$ cat config.mk
export PLATFORM = sky130hd
export DESIGN_NAME = machine_ctl_flat
export DESIGN_NICKNAME = d
export VERILOG_FILES = /design/src/rtl/machine_ctl_if.sv /design/src/rtl/machine_ctl.sv /design/src/flat_wrapper.sv
export SDC_FILE = /design/constraint.sdc
export NUM_CORES = 1
export LEC_CHECK = 0
export CORE_AREA = 2 2 39 41
export DETAILED_ROUTE_END_ITERATION = 16
export DIE_AREA = 0 0 41 43
export PLACE_DENSITY = 0.65
export SLEW_MARGIN = 20
export SYNTH_ARGS = -nofsm -noshare
export SYNTH_HDL_FRONTEND = slang
export SYNTH_SLANG_ARGS = --single-unit
$ cat constraint.sdc
create_clock -name clk -period 1.54 [get_ports clk]
set_input_delay 0.308 -clock clk [delete_from_list [all_inputs] [get_ports clk]]
set_output_delay 0.308 -clock clk [all_outputs]
set_load 0.03 [all_outputs]
$ cat src/rtl/machine_ctl_if.sv
// Control bus between the CPU sequencer (machine_ctl) and the datapath.
// The master modport is the sequencer: it samples the fetch strobe,
// opcode and zero flag, and drives the control strobes.
// The slave modport is the datapath/clock-generator side.
interface machine_ctl_if;
    logic       fetch;
    logic [2:0] opcode;
    logic       zero;
    logic       inc_pc;
    logic       load_acc;
    logic       load_pc;
    logic       rd;
    logic       wr;
    logic       load_ir;
    logic       datactl_ena;
    logic       halt;

    modport master (
        input  fetch, opcode, zero,
        output inc_pc, load_acc, load_pc, rd, wr, load_ir, datactl_ena, halt
    );

    modport slave (
        output fetch, opcode, zero,
        input  inc_pc, load_acc, load_pc, rd, wr, load_ir, datactl_ena, halt
    );
endinterface

$ cat src/rtl/machine_ctl.sv
// machine_ctl: eight-step instruction sequencer for a simple accumulator CPU.
// After the first sampled fetch strobe it walks S0..S7, one step per clock,
// and registers each step's control word onto the outputs.
// Optional feature: define MACHINE_CTL_HALT_LATCH_EN to make HLT enter a
// sticky HALTED state (halt=1, everything else 0) until reset. Without it,
// HLT only pulses halt for one cycle and sequencing carries on.
module machine_ctl (
    input  logic          clk,
    input  logic          reset,
    machine_ctl_if.master bus
);

    localparam logic [2:0] OP_HLT  = 3'b000;
    localparam logic [2:0] OP_SKZ  = 3'b001;
    localparam logic [2:0] OP_ADD  = 3'b010;
    localparam logic [2:0] OP_ANDD = 3'b011;
    localparam logic [2:0] OP_XORR = 3'b100;
    localparam logic [2:0] OP_LDA  = 3'b101;
    localparam logic [2:0] OP_STO  = 3'b110;
    localparam logic [2:0] OP_JMP  = 3'b111;

    // S_HALTED is only entered when the halt latch is built in; in the
    // default build it is one of the unreachable encodings.
    typedef enum logic [3:0] {
        S0       = 4'd0,
        S1       = 4'd1,
        S2       = 4'd2,
        S3       = 4'd3,
        S4       = 4'd4,
        S5       = 4'd5,
        S6       = 4'd6,
        S7       = 4'd7,
        S_HALTED = 4'd8
    } state_e;

    typedef struct packed {
        logic halt;
        logic datactl_ena;
        logic load_ir;
        logic wr;
        logic rd;
        logic load_pc;
        logic load_acc;
        logic inc_pc;
    } ctl_t;

    state_e state_q, state_d;
    logic   en_q, en_d;
    ctl_t   ctl_q, ctl_d;

    logic alu_op;
    assign alu_op = (bus.opcode == OP_ADD)  || (bus.opcode == OP_ANDD) ||
                    (bus.opcode == OP_XORR) || (bus.opcode == OP_LDA);

    // Enable flag: set by the first sampled fetch strobe, sticky until reset.
    always_comb begin
        en_d = en_q | bus.fetch;
    end

    // State, enable and registered control word; reset wins over everything.
    always_ff @(posedge clk) begin
        // NOTE: non-blocking assignments so every flop samples pre-edge values.
        if (reset) begin
            state_q <= S0;
            en_q    <= 1'b0;
            ctl_q   <= '0;
        end else begin
            state_q <= state_d;
            en_q    <= en_d;
            ctl_q   <= ctl_d;
        end
    end

    // Next-state: advance one step per clock while enabled.
    always_comb begin
        // NOTE: default first so no path through the case leaves state_d unassigned (no latch).
        state_d = state_q;
        case (state_q)
            S0: if (en_q) state_d = S1;
            S1: if (en_q) state_d = S2;
            S2: if (en_q) state_d = S3;
            S3: begin
                if (en_q) begin
`ifdef MACHINE_CTL_HALT_LATCH_EN
                    state_d = (bus.opcode == OP_HLT) ? S_HALTED : S4;
`else
                    state_d = S4;
`endif
                end
            end
            S4: if (en_q) state_d = S5;
            S5: if (en_q) state_d = S6;
            S6: if (en_q) state_d = S7;
            S7: if (en_q) state_d = S0;
`ifdef MACHINE_CTL_HALT_LATCH_EN
            S_HALTED: state_d = S_HALTED;
`endif
            default: state_d = S0;
        endcase
    end

    // Control word for the step being processed on this edge.
    always_comb begin
        ctl_d = '0;
        if (en_q) begin
            case (state_q)
                S0, S1: begin
                    ctl_d.rd      = 1'b1;
                    ctl_d.load_ir = 1'b1;
                    ctl_d.inc_pc  = 1'b1;
                end
                S3: begin
                    if (bus.opcode == OP_HLT) ctl_d.halt   = 1'b1;
                    else                      ctl_d.inc_pc = 1'b1;
                end
                S4: begin
                    if (bus.opcode == OP_JMP)      ctl_d.load_pc     = 1'b1;
                    else if (alu_op)               ctl_d.rd          = 1'b1;
                    else if (bus.opcode == OP_STO) ctl_d.datactl_ena = 1'b1;
                end
                S5: begin
                    if (alu_op) begin
                        ctl_d.rd       = 1'b1;
                        ctl_d.load_acc = 1'b1;
                    end else if (bus.opcode == OP_SKZ) begin
                        ctl_d.inc_pc = bus.zero;
                    end else if (bus.opcode == OP_JMP) begin
                        ctl_d.load_pc = 1'b1;
                        ctl_d.inc_pc  = 1'b1;
                    end else if (bus.opcode == OP_STO) begin
                        ctl_d.wr          = 1'b1;
                        ctl_d.datactl_ena = 1'b1;
                    end
                end
                S6: begin
                    if (bus.opcode == OP_STO) ctl_d.datactl_ena = 1'b1;
                    else if (alu_op)          ctl_d.rd          = 1'b1;
                end
                S7: begin
                    if (bus.opcode == OP_SKZ) ctl_d.inc_pc = bus.zero;
                end
`ifdef MACHINE_CTL_HALT_LATCH_EN
                S_HALTED: ctl_d.halt = 1'b1;
`endif
                default: ctl_d = '0;
            endcase
        end
    end

    assign bus.inc_pc      = ctl_q.inc_pc;
    assign bus.load_acc    = ctl_q.load_acc;
    assign bus.load_pc     = ctl_q.load_pc;
    assign bus.rd          = ctl_q.rd;
    assign bus.wr          = ctl_q.wr;
    assign bus.load_ir     = ctl_q.load_ir;
    assign bus.datactl_ena = ctl_q.datactl_ena;
    assign bus.halt        = ctl_q.halt;

endmodule
$ cat src/flat_wrapper.sv
// flat-port wrapper written by rule: the top's interface ports become plain ports
module machine_ctl_flat 
  (clk, reset, bus_fetch, bus_opcode, bus_zero, bus_inc_pc, bus_load_acc, bus_load_pc, bus_rd, bus_wr, bus_load_ir, bus_datactl_ena, bus_halt);
  machine_ctl_if bus_i ();
  input  logic clk;
  input  logic reset;
  input wire logic [$bits(bus_i.fetch)-1:0] bus_fetch;
  input wire logic [$bits(bus_i.opcode)-1:0] bus_opcode;
  input wire logic [$bits(bus_i.zero)-1:0] bus_zero;
  output wire logic [$bits(bus_i.inc_pc)-1:0] bus_inc_pc;
  output wire logic [$bits(bus_i.load_acc)-1:0] bus_load_acc;
  output wire logic [$bits(bus_i.load_pc)-1:0] bus_load_pc;
  output wire logic [$bits(bus_i.rd)-1:0] bus_rd;
  output wire logic [$bits(bus_i.wr)-1:0] bus_wr;
  output wire logic [$bits(bus_i.load_ir)-1:0] bus_load_ir;
  output wire logic [$bits(bus_i.datactl_ena)-1:0] bus_datactl_ena;
  output wire logic [$bits(bus_i.halt)-1:0] bus_halt;
  assign bus_i.fetch = bus_fetch;
  assign bus_i.opcode = bus_opcode;
  assign bus_i.zero = bus_zero;
  assign bus_inc_pc = bus_i.inc_pc;
  assign bus_load_acc = bus_i.load_acc;
  assign bus_load_pc = bus_i.load_pc;
  assign bus_rd = bus_i.rd;
  assign bus_wr = bus_i.wr;
  assign bus_load_ir = bus_i.load_ir;
  assign bus_datactl_ena = bus_i.datactl_ena;
  assign bus_halt = bus_i.halt;
  machine_ctl u_core (.clk(clk), .reset(reset), .bus(bus_i));
endmodule
==> run summary <==
Aggregate global routing overflow: 0
Post-synthesis instance area: 453 um2
Net total in the final layout: 75
DR DRC count: 0
Number of levels in the clock H-tree: 1
Crit path launch: bus_opcode[2]
Kind of start point of the critical path: primary input
Normalized max-slew margin: 0.765
Worst slew pin tran: 0.344 ns
First-pass iteration count of the detailed router: 4
Fill cell total of the finished layout: 142
Detailed-route via count: 395
Post-synth EDFFs: 0
Period utilization: 0.856
Most used flip-flop cell after synthesis: sky130_fd_sc_hd__dfxtp_1
Number of synthesized register bits: 12
Setup Skew: 0.00523 ns
Maximum vdd drop: 537 uV
Total Routed Length: 878 um
Mean instance size in the synthesized netlist: 9.44 um2
Maximum single-stage delay on the critical path: 0.41 ns
Worst-path cell chain: clkdlybuf4s50_1 -> or3b_1 -> a311o_1 -> a21oi_1
Critical Path Slowest Stage Cell: sky130_fd_sc_hd__clkdlybuf4s50_1
Synthesized net count: 55
Dominant cells by area after synthesis: sky130_fd_sc_hd__dfxtp_1, sky130_fd_sc_hd__nor2_1, sky130_fd_sc_hd__nand2_1, sky130_fd_sc_hd__nand2b_1, sky130_fd_sc_hd__xnor2_1
Placeable core region: 1380 um2
CTS Buffer Depth: 2
DRT iter0 DRCs: 6
Routed wire length per instance: 10.7 um
Synth warn: 0
Number of antenna violations at the first check in global routing: 0
Inserted Clock Buffers: 3
Max-capacitance violation count: 0
Ys async rst share: 0
Crit path kind: in -> reg
Diode count: 0
Instance count after placement with tap cells included: 79
Power density normalized to cell area: 921 nW/um2
Final hold violations: 0
First-pass GRT wire length: 1500 um
Post-DR vias/cell: 4.82
Logic depth of the worst register-to-register path: 3
Clk root buf: sky130_fd_sc_hd__clkbuf_4
Proportion of layout cells with a drive suffix above 1: 0.106
Vias in the first global route: 375
Maximum number of pins on one net before global-route repair: 11
# setup viols final: 0
Library cell occupying the most area in the post-synthesis netlist: sky130_fd_sc_hd__dfxtp_1
Crit-path max FO: 2
Area growth syn-to-layout: 42.0%
Achievable Freq: 0.759 GHz
Vertical extent of the die: 43 um
Synth top area share: 0.530
Final cell utilization of the core: 0.465
Combined global-route utilization of all metal layers: 0.131
LEAKAGE: 0.279 nW
Remaining antenna violation count after routing: 0
Unrepaired setup endpoints after global routing: no
Endpoint type of the worst setup path: flip-flop
Worst endpoint required time: 1.74 ns
Die outline width: 41 um
I/O Buffers: 14
Timing endpoint of the critical path: u_core.bus.inc_pc
Layout Cells excl Fill: 82
Most numerous cell types in the synthesized netlist: sky130_fd_sc_hd__dfxtp_1, sky130_fd_sc_hd__nor2_1, sky130_fd_sc_hd__nand2_1
CTS Hold Buffers Added: 0
Number of sinks driven by the clock tree: 12
Post-cts repair resize count: 8
Bufs and invs on worst path: 1
Number of distinct library cell variants in the gate-level netlist after synthesis: 21
Final RePlAce weighted congestion: 0.746
Kind of cell with the highest combined delay on the critical path: compound AO/OA/AOI/OAI gates
Run status: finished clean
Starting Density: 0.327
Detailed-placement wirelength estimate: 649 um
Critical path depth: 4
R2R setup slack: 0.41 ns
CTS tree: built
Reg-to-reg critical path startpoint: u_core.en_q
Worst hold path type: reg -> reg
Sequential element share of the synthesized area: 0.530
I/O Pins: 15
Die Footprint: 1760 um2
Final max-slew violation count: 0
Most instantiated library cell after synthesis: sky130_fd_sc_hd__dfxtp_1
Cell count after synthesis: 48
Setup Buffers After CTS: 0
Worst-skew pair later-pin latency: 0.27 ns
Minimum period implied by the final worst setup slack: 1.32 ns
Core Rows: 14
Worst path arrival time: 1.52 ns
Reg-to-reg critical path endpoint: u_core.bus.inc_pc
Clk pin slew, worst setup/hold paths: 0.07 ns
-- layout make-up --
type | count | area, um2 | area share
Multi-Input combinational cell | 33 | 200 | 0.311
Tap cell | 16 | 20.0 | 0.0311
Timing Repair Buffer | 18 | 160 | 0.249
Clock buffer | 3 | 22.5 | 0.0350
Sequential cell | 12 | 240 | 0.374
-- report_power, final --
| group | switching, mW | total [mW] | leakage (nW) | internal, mW |
|---|---|---|---|---|
| combinational | 0.0335 | 0.0730 | 0.168 | 0.0395 |
| clock | 0.0931 | 0.183 | 0.0138 | 0.0904 |
| sequential | 0.0138 | 0.336 | 0.0979 | 0.322 |
-- cells by family (layout without fill, tap and decap cells) --
group                     count (synthesis)  in the layout  share of synthesized area
and+or+nand+nor                          23             23                      0.257
DFF                                      12             12                      0.530
AOI/OAI and AO/OA                         6              6                      0.108
xor gates and xnor gates                  4              4                     0.0774
buffers and inverters                     3             21                     0.0276
-- registers in the layout, summed over array words and instances (netlist names) --
| register | flops |
|---|---|
| u_core.state_q | 3 |
| u_core.bus.datactl_ena | 1 |
| u_core.bus.halt | 1 |
| u_core.bus.inc_pc | 1 |
| u_core.bus.load_acc | 1 |
| u_core.bus.load_ir | 1 |
| u_core.bus.load_pc | 1 |
| u_core.bus.rd | 1 |
| u_core.bus.wr | 1 |
| u_core.en_q | 1 |
-- metal layers --
layer / vias to the layer above / share of wire / global-route usage
met3: 2 / 0.044 / 0.0314
met4: 0 / 0.025 / 0.120
met1: 178 / 0.44 / 0.146
li1: 204 / - / -
met2: 11 / 0.49 / 0.191
met5: - / 0 / 0
-- through the flow --
step | power, mW | instance area [um2] | setup WS (ns) | setup TNS, ns | hold slack, ns
after global placement | 0.419 | 631 | -0.0326 | -0.0326 | 0.547
after floorplan | 0.378 | 453 | 0.414 | 0 | 0.380
final | 0.592 | 643 | 0.222 | 0 | 0.562
after detailed placement | 0.420 | 631 | -0.0672 | -0.0672 | 0.551
after CTS | 0.598 | 643 | 0.214 | 0 | 0.560
after global routing | 0.620 | 643 | 0.161 | 0 | 0.611
-- cell usage in the layout, fill, tap and decap left out, drive strengths merged --
master | netlist | layout
and3b | 1 | 1
nor3 | 3 | 3
a221oi | 1 | 1
nand2b | 3 | 3
nand3 | 1 | 1
clkdlybuf4s50 | 0 | 6
nor2 | 6 | 6
nand2 | 5 | 5
dfxtp | 12 | 12
xor2 | 2 | 2
xnor2 | 2 | 2
and3 | 1 | 1
o311ai | 1 | 1
a21boi | 1 | 1
or3b | 1 | 1
a2111oi | 1 | 1
a311o | 1 | 1
a21oi | 1 | 1
nor4 | 1 | 1
clkbuf | 3 | 3
dlygate4sd2 | 0 | 8
buf | 0 | 4
nor2b | 1 | 1
-- tightest hold or removal path, delay by kind of cell (launching register included) --
kind	cells	cell delay (ns)
flops	1	0.36
simple gates	2	0.16
-- worst min path at each step --
stage                 startpoint           endpoint  depth (start not counted)
2_1_floorplan              reset        u_core.en_q                          1
3_3_place_gp         u_core.en_q        u_core.en_q                          2
3_5_place_dp         u_core.en_q        u_core.en_q                          2
4_1_cts              u_core.en_q        u_core.en_q                          2
5_1_grt        u_core.state_q[1]  u_core.bus.inc_pc                          1
6_report             u_core.en_q        u_core.en_q                          2
No activity file was read; power rests on OpenSTA's default activity.
